$ cat src/rtl/decode_stage_pkg.sv
// Shared decode definitions: RV32I opcodes, the NOP encoding, the immediate kinds and the IF/ID register layout.
package decode_stage_pkg;

  localparam logic [6:0] OPC_LUI    = 7'b0110111;
  localparam logic [6:0] OPC_AUIPC  = 7'b0010111;
  localparam logic [6:0] OPC_JAL    = 7'b1101111;
  localparam logic [6:0] OPC_JALR   = 7'b1100111;
  localparam logic [6:0] OPC_BRANCH = 7'b1100011;
  localparam logic [6:0] OPC_LOAD   = 7'b0000011;
  localparam logic [6:0] OPC_STORE  = 7'b0100011;
  localparam logic [6:0] OPC_OP_IMM = 7'b0010011;
  localparam logic [6:0] OPC_OP     = 7'b0110011;
  localparam logic [6:0] OPC_SYSTEM = 7'b1110011;

  localparam logic [31:0] NOP_INSTR = 32'h0000_0013;

  typedef enum logic [2:0] {IMM_I, IMM_S, IMM_B, IMM_U, IMM_J, IMM_NONE} imm_type_e;

  typedef struct packed {
    logic        valid;
    logic [31:0] pc;
    logic [31:0] instr;
  } ifid_t;

  function automatic imm_type_e imm_type_of(input logic [6:0] opc);
    case (opc)
      OPC_LOAD, OPC_OP_IMM, OPC_JALR: return IMM_I;
      OPC_STORE:                      return IMM_S;
      OPC_BRANCH:                     return IMM_B;
      OPC_LUI, OPC_AUIPC:             return IMM_U;
      OPC_JAL:                        return IMM_J;
      default:                        return IMM_NONE;
    endcase
  endfunction

  function automatic logic opcode_legal(input logic [6:0] opc);
    case (opc)
      OPC_LUI, OPC_AUIPC, OPC_JAL, OPC_JALR, OPC_BRANCH,
      OPC_LOAD, OPC_STORE, OPC_OP_IMM, OPC_OP, OPC_SYSTEM: return 1'b1;
      default:                                              return 1'b0;
    endcase
  endfunction

endpackage

$ cat src/rtl/decode_stage_regfile.sv
// Integer register file: 2 combinational reads, 1 synchronous write, x0 hardwired to zero.
// Latency: reads 0 cycles, with same-cycle write-through bypass from writeback.
// Backpressure: none; writes are accepted every cycle regardless of pipeline stalls.
module decode_stage_regfile #(
  parameter int XLEN     = 32,
  parameter int NUM_REGS = 32,
  parameter int AW       = $clog2(NUM_REGS)
) (
  input  logic            clk,
  input  logic            reset,
  input  logic [AW-1:0]   rs1_addr,
  input  logic [AW-1:0]   rs2_addr,
  output logic [XLEN-1:0] rs1_data,
  output logic [XLEN-1:0] rs2_data,
  input  logic            wb_en,
  input  logic [AW-1:0]   wb_rd,
  input  logic [XLEN-1:0] wb_data
);

  logic [XLEN-1:0] regs [NUM_REGS];
  logic            wb_hit;

  assign wb_hit = wb_en && (wb_rd != '0);

  always_ff @(posedge clk or posedge reset) begin
    if (reset) begin
      for (int i = 0; i < NUM_REGS; i++) regs[i] <= '0;
    end else if (wb_hit) begin
      regs[wb_rd] <= wb_data;
    end
  end

  always_comb begin
    rs1_data = '0;
    if (rs1_addr == '0)                 rs1_data = '0;
    else if (wb_hit && wb_rd == rs1_addr) rs1_data = wb_data;
    else                                rs1_data = regs[rs1_addr];
  end

  always_comb begin
    rs2_data = '0;
    if (rs2_addr == '0)                 rs2_data = '0;
    else if (wb_hit && wb_rd == rs2_addr) rs2_data = wb_data;
    else                                rs2_data = regs[rs2_addr];
  end

endmodule

$ cat src/rtl/decode_stage.sv
// Instruction decode: IF/ID register, register file reads and immediate generation for execute.
// Latency: 1 cycle from if_instr to decode outputs; everything after the IF/ID register is combinational.
// Backpressure: stall holds IF/ID, flush inserts a bubble and overrides stall.
module decode_stage
  import decode_stage_pkg::*;
#(
  parameter int          XLEN     = 32,
  parameter int          NUM_REGS = 32,
  parameter logic [31:0] RESET_PC = 32'h0000_0000
) (
  input  logic            clk,
  input  logic            reset,
  input  logic            stall,
  input  logic            flush,
  input  logic [31:0]     if_pc,
  input  logic [31:0]     if_instr,
  input  logic            wb_en,
  input  logic [4:0]      wb_rd,
  input  logic [XLEN-1:0] wb_data,
  output logic            id_valid,
  output logic [31:0]     id_pc,
  output logic [31:0]     id_instr,
  output logic [6:0]      opcode,
  output logic [2:0]      funct3,
  output logic [6:0]      funct7,
  output logic [4:0]      rs1,
  output logic [4:0]      rs2,
  output logic [4:0]      rd,
  output logic [XLEN-1:0] rs1_data,
  output logic [XLEN-1:0] rs2_data,
  output logic [XLEN-1:0] imm,
  output logic            illegal
);

  ifid_t     ifid_q;
  imm_type_e imm_type;
  logic [31:0] ins;

  always_ff @(posedge clk or posedge reset) begin
    if (reset) begin
      ifid_q <= '{valid: 1'b0, pc: RESET_PC, instr: NOP_INSTR};
    end else if (flush) begin
      ifid_q <= '{valid: 1'b0, pc: if_pc, instr: NOP_INSTR};
    end else if (!stall) begin
      ifid_q <= '{valid: 1'b1, pc: if_pc, instr: if_instr};
    end
  end

  assign id_valid = ifid_q.valid;
  assign id_pc    = ifid_q.pc;
  assign id_instr = ifid_q.instr;
  assign ins      = ifid_q.instr;

  assign opcode = ins[6:0];
  assign funct3 = ins[14:12];
  assign funct7 = ins[31:25];
  assign rs1    = ins[19:15];
  assign rs2    = ins[24:20];
  assign rd     = ins[11:7];

  assign illegal  = id_valid && !opcode_legal(opcode);
  assign imm_type = imm_type_of(opcode);

  always_comb begin
    imm = '0;
    case (imm_type)
      IMM_I:   imm = {{(XLEN-12){ins[31]}}, ins[31:20]};
      IMM_S:   imm = {{(XLEN-12){ins[31]}}, ins[31:25], ins[11:7]};
      IMM_B:   imm = {{(XLEN-13){ins[31]}}, ins[31], ins[7], ins[30:25], ins[11:8], 1'b0};
      IMM_U:   imm = {{(XLEN-32){ins[31]}}, ins[31:12], 12'b0};
      IMM_J:   imm = {{(XLEN-21){ins[31]}}, ins[31], ins[19:12], ins[20], ins[30:21], 1'b0};
      default: imm = '0;
    endcase
  end

  decode_stage_regfile #(
    .XLEN     (XLEN),
    .NUM_REGS (NUM_REGS)
  ) u_regfile (
    .clk      (clk),
    .reset    (reset),
    .rs1_addr (rs1),
    .rs2_addr (rs2),
    .rs1_data (rs1_data),
    .rs2_data (rs2_data),
    .wb_en    (wb_en),
    .wb_rd    (wb_rd),
    .wb_data  (wb_data)
  );

endmodule

$ cat config.mk
export PLATFORM = sky130hd
export DESIGN_NAME = decode_stage
export DESIGN_NICKNAME = d
export VERILOG_FILES = /design/src/rtl/decode_stage_pkg.sv /design/src/rtl/decode_stage_regfile.sv /design/src/rtl/decode_stage.sv
export SDC_FILE = /design/constraint.sdc
export NUM_CORES = 2
export LEC_CHECK = 0
export BUFFER_PORTS_ARGS = -buffer_cell sky130_fd_sc_hd__buf_4
export CAP_MARGIN = 20
export CORE_AREA = 3 3 368 298
export DETAILED_ROUTE_END_ITERATION = 8
export DIE_AREA = 0 0 371 301
export PLACE_DENSITY = 0.72
export SLEW_MARGIN = 20
export SYNTH_ARGS = -nofsm -noshare
export SYNTH_HDL_FRONTEND = slang
export SYNTH_SLANG_ARGS = --single-unit
$ cat constraint.sdc
create_clock -name clk -period 30.9 [get_ports clk]
set_input_delay 0 -clock clk [delete_from_list [all_inputs] [get_ports clk]]
set_output_delay 0 -clock clk [all_outputs]
set_load 0.1 [all_outputs]
==> results list <==
- Root Buffer: sky130_fd_sc_hd__clkbuf_16
- Global routing used roughly 36% of the available tracks across all layers.
- Worst reg2reg startpoint: id_instr[21]$_DFFE_PP0P_
- The first global-routing pass estimated 296000 um of wire.
- Across the VDD grid, the largest voltage drop is 0.0610 mV.
* Power, Total: 4.41 mW
- Number of DRC markers after the initial detailed-route iteration: 5604
- Class of the worst hold path: in -> reg
- The internal power of the cells totals about 3.0 mW.
- STA puts the critical path data arrival time at 5.75 ns.
* Share of total power in combinational logic: 23.5%
* Maximum fanout encountered on the critical timing path: 57
- The wire-length estimate of the detail-placed layout is ~110000 um.
- Fill cell instance count of the final layout: 8027
- The initialized floorplan defines around 110 standard-cell rows.
- Via/cell ratio: 6.84
- Excluding fillers, the count of instances in the completed layout stands at around 6500.
* Mapped cell area: 59300 um2
* Register-to-register setup slack: approximately 28 ns
- On the critical path the largest part of the delay comes from buffers and inverters.
* Remaining antenna violation count after routing: 0
- Worst setup path category: reg -> out
- The region available for standard cell placement spans approximately 110000 um2.
- DR DRC count: 0
- Worst hold margin: a little under 0.03 ns
- Counting instances in the post-synthesis netlist gives the leading cell types as 1086 x sky130_fd_sc_hd__dfrtp_1, 1053 x sky130_fd_sc_hd__mux2i_1, 1024 x sky130_fd_sc_hd__mux2_2.
- Routed length on met3: 22300 um
- Counting cells, the worst reg-to-reg path comes to 5.
- Of the cells placed in the final design, the portion with a size suffix greater than 1 is 32.9%.
- The clock arrives with 0 ns of skew.
- In this design, the stage delay of the slowest critical-path cell is about 0.87 ns.
* Max frequency: 0.174 GHz
- Unrepaired setup endpoints after global routing: no
- Setup total negative slack on the finished layout was measured at 0 ns.
* Sw Share: about a third
- Final period util: 18.6%
- Max-cap violations in this run came to 0.
* Number of instances in the placed design: about 6000
- The critical path goes through buf_4 -> buf_4 -> buf_4 -> mux2i_1 -> a22oi_1 -> a21oi_1 -> or4_1 -> a21oi_1 -> buf_4.
- Synthesized net count: between 4000 and 5000
- The worst hold path begins at if_pc[9].
- The area growth from synthesis to layout is 13.8%.
- Top-count cell post-synth: sky130_fd_sc_hd__dfrtp_1
- Switching pwr: 1.41 mW
- Height of the die: 301 um
* Router iterations before antenna repair: 6
- Portion of total power attributed to the clock network: 33.6%
- Critical Path RT: 30.90 ns
- After detailed routing, the wire length on met1 is 84300 um.
- For this block, the routed nets add up to 202000 um of wire.
- For this run, asynchronously set or reset flops after synthesis account for 100%.
- During placement, the flow inserted port buffers numbering approximately 300.
* Count of cells along the worst hold path: 3
- Setup violations remaining at the end of the flow were counted as 0.
- Synth Warn #: 0
- Destination of the worst register-to-register timing path: id_instr[21]$_DFFE_PP0P_
* PostCTS Resize Cnt: 0
* NumNets Final: 5110
- Crit path buffers/inverters: 4
- After clock tree synthesis, the clock-pin slew on the worst setup and hold paths is 0.06 ns.
- The die covers 112000 um2.
- Clock tree synthesis found a total of 1089 sinks.
* Final WS setup: 25.15 ns
- Number of synthesized flops with an enable pin: 0
* Remaining max-slew budget at the tightest pin: roughly 17%
- Highest routing layer actually used: met5
- Die Wd: 371 um
* Maximum level of the CTS H-tree: 3
* CTS tree: built
- Power Dens Cells: 65.4 nW/um2
- The final hold violation count was 0.
- Cell with the biggest individual delay on the critical path: sky130_fd_sc_hd__buf_4
- Post-DR wirelength/cell: 31.0 um
- For the pin with the worst max-slew slack, the measured transition is 1.25 ns.
- Vias in the first global route: 43879
- Yosys top cell by area: sky130_fd_sc_hd__dfrtp_1
* Ys flop type: sky130_fd_sc_hd__dfrtp_1
* Type of origin of the critical path: flop
- After synthesis the netlist holds a flip-flop and latch count of 1089.
* Total gr overflow: 0
* GPL Wtd Cong: 0.854
* Met2 wirelength from detailed routing: ~86000 um
- Prior to clock tree synthesis, the placed netlist has a worst setup slack of roughly 26 ns.
- Gate count after technology mapping: between 4000 and 5000
- Pin placement for this block handled 300 I/O pins.
* Main area contributors after synthesis: sky130_fd_sc_hd__dfrtp_1 46%, sky130_fd_sc_hd__mux2_2 19%, sky130_fd_sc_hd__mux2i_1 18%
- The synthesized design devotes to its leading area cell type 45.8% of total area.
- The later pin in the worst-skew pair is clocked with a latency of 0.73 ns.
* Via count of the routed design: approximately 45000
- Counting distinct cell types in the post-synthesis netlist gives 40.
- The number of antenna violations at the first check in global routing is 10.
- A synthesized cell averages 12.2 um2.
- Max-slew violations: 0
- Worst Hold End: id_pc[9]$_DFFE_PP0P_
* Number of buffers created by CTS: 112
- Most prevalent standard cell on the critical path: sky130_fd_sc_hd__buf_4
- Sequential elements use 46.0% of the synthesized area.
- In this run the deepest clock path goes through 3 buffers.
- For this design the static power due to leakage is 29.3 nW.
- The clock period could shrink to 5.75 ns.
- The flow ran to the end, and the final reports show no timing, DRC or antenna violations.
- Kind of end point of the critical path: output pin
- Register share of total power: a little over two fifths
- Entering global routing, the biggest net connects 163 pins.
- Once the floorplan was initialized, standard cells occupied a little under three fifths of the core.
## power groups by stage
stage / sequential [mW] / combinational [mW] / clock, mW
3_3_place_gp: 1.89 / 0.977 / 0
6_report: 1.90 / 1.03 / 1.48
3_5_place_dp: 1.91 / 0.998 / 0
5_1_grt: 1.93 / 1.10 / 1.55
4_1_cts: 1.88 / 1.02 / 1.49
2_1_floorplan: 1.90 / 0.747 / 0
## cell type report
cell class / instances / area, um2 / share of cell area (%)
multi-input cells: 3237 / 29700 / 44.0
well taps: 1417 / 1770 / 2.63
inverters: 3 / 18.8 / 0.0278
clock buffers: 156 / 3270 / 4.85
diodes: 5 / 12.5 / 0.0185
clock inverters: 50 / 717 / 1.06
repair buffers: 561 / 4690 / 6.95
flip-flops and latches: 1089 / 27300 / 40.4
## placed cells by master, fill, tap and decap left out, types with 64 or more instances in the layout
master / Yosys / routed
sky130_fd_sc_hd__a21oi_1: 327 / 327
sky130_fd_sc_hd__dfrtp_1: 1086 / 1082
sky130_fd_sc_hd__a22oi_1: 513 / 513
sky130_fd_sc_hd__o21ai_0: 66 / 66
sky130_fd_sc_hd__buf_4: 103 / 393
sky130_fd_sc_hd__mux2_2: 1024 / 1024
sky130_fd_sc_hd__mux2i_1: 1053 / 1053
sky130_fd_sc_hd__dlygate4sd3_1: 0 / 162
sky130_fd_sc_hd__or4_1: 64 / 64
sky130_fd_sc_hd__clkbuf_16: 0 / 115
## flip-flops by register name, indices dropped and copies added, names as in the netlist
| signal | flops |
|---|---|
| id_instr | 32 |
| id_pc | 32 |
| id_valid | 1 |
| u_regfile.regs | 1024 |
## metal layers
layer  global-route usage, %  vias up
met4                    15.5        6
met3                    9.95      590
met2                    50.5     2541
li1                        -    18423
met1                    50.7    23039
met5                       0        -
## repair_timing
action                    4_1_cts  5_1_grt
hold buffers                  162        0
setup buffers                   0        0
hold endpoints to repair     1146        0
## worst reg2reg max path, cell delays in order, from the launching register on
cell and delay [ns]:
sky130_fd_sc_hd__dfrtp_4 0.92, sky130_fd_sc_hd__buf_4 0.81, sky130_fd_sc_hd__mux2i_1 0.18, sky130_fd_sc_hd__dlygate4sd3_1 0.60, sky130_fd_sc_hd__nor2_1 0.10, sky130_fd_sc_hd__dlygate4sd3_1 0.57
## kinds of logic (layout without fill, tap and decap cells)
kind of cell	Yosys count	count (layout)	synth area share (%)
flip-flops	1089	1089	46.0
buffers and inverters	553	770	4.35
AO/OA/AOI/OAI	939	939	10.3
XOR/XNOR	10	10	0.148
other	0	5	0
AND/OR/NAND/NOR	211	211	2.06
multiplexers	2077	2077	37.2
## worst max-delay path by stage
| stage | startpoint | end | slack, ns | depth (start not counted) |
|---|---|---|---|---|
| 3_3_place_gp | id_instr[16]$_DFFE_PP0P_ | rs1_data[10] | 26.01 | 9 |
| 5_1_grt | id_instr[16]$_DFFE_PP0P_ | rs1_data[10] | 24.95 | 9 |
| 6_report | id_instr[16]$_DFFE_PP0P_ | rs1_data[10] | 25.15 | 9 |
| 4_1_cts | id_instr[16]$_DFFE_PP0P_ | rs1_data[10] | 25.16 | 9 |
| 3_5_place_dp | id_instr[16]$_DFFE_PP0P_ | rs1_data[10] | 25.94 | 9 |
| 2_1_floorplan | reset | id_instr[10]$_DFFE_PP0P_ | 0.25 | 1 |
## through the flow
| stage | utilization [%] | instance area [um2] |
|---|---|---|
| floorplan | - | 59300 |
| finish | 63.6 | 67500 |
| global placement | 58.2 | 61800 |
| global route | 63.6 | 67500 |
| detailed placement | 58.2 | 61800 |
| CTS | 63.5 | 67400 |
(Power assumes the default switching activity.)
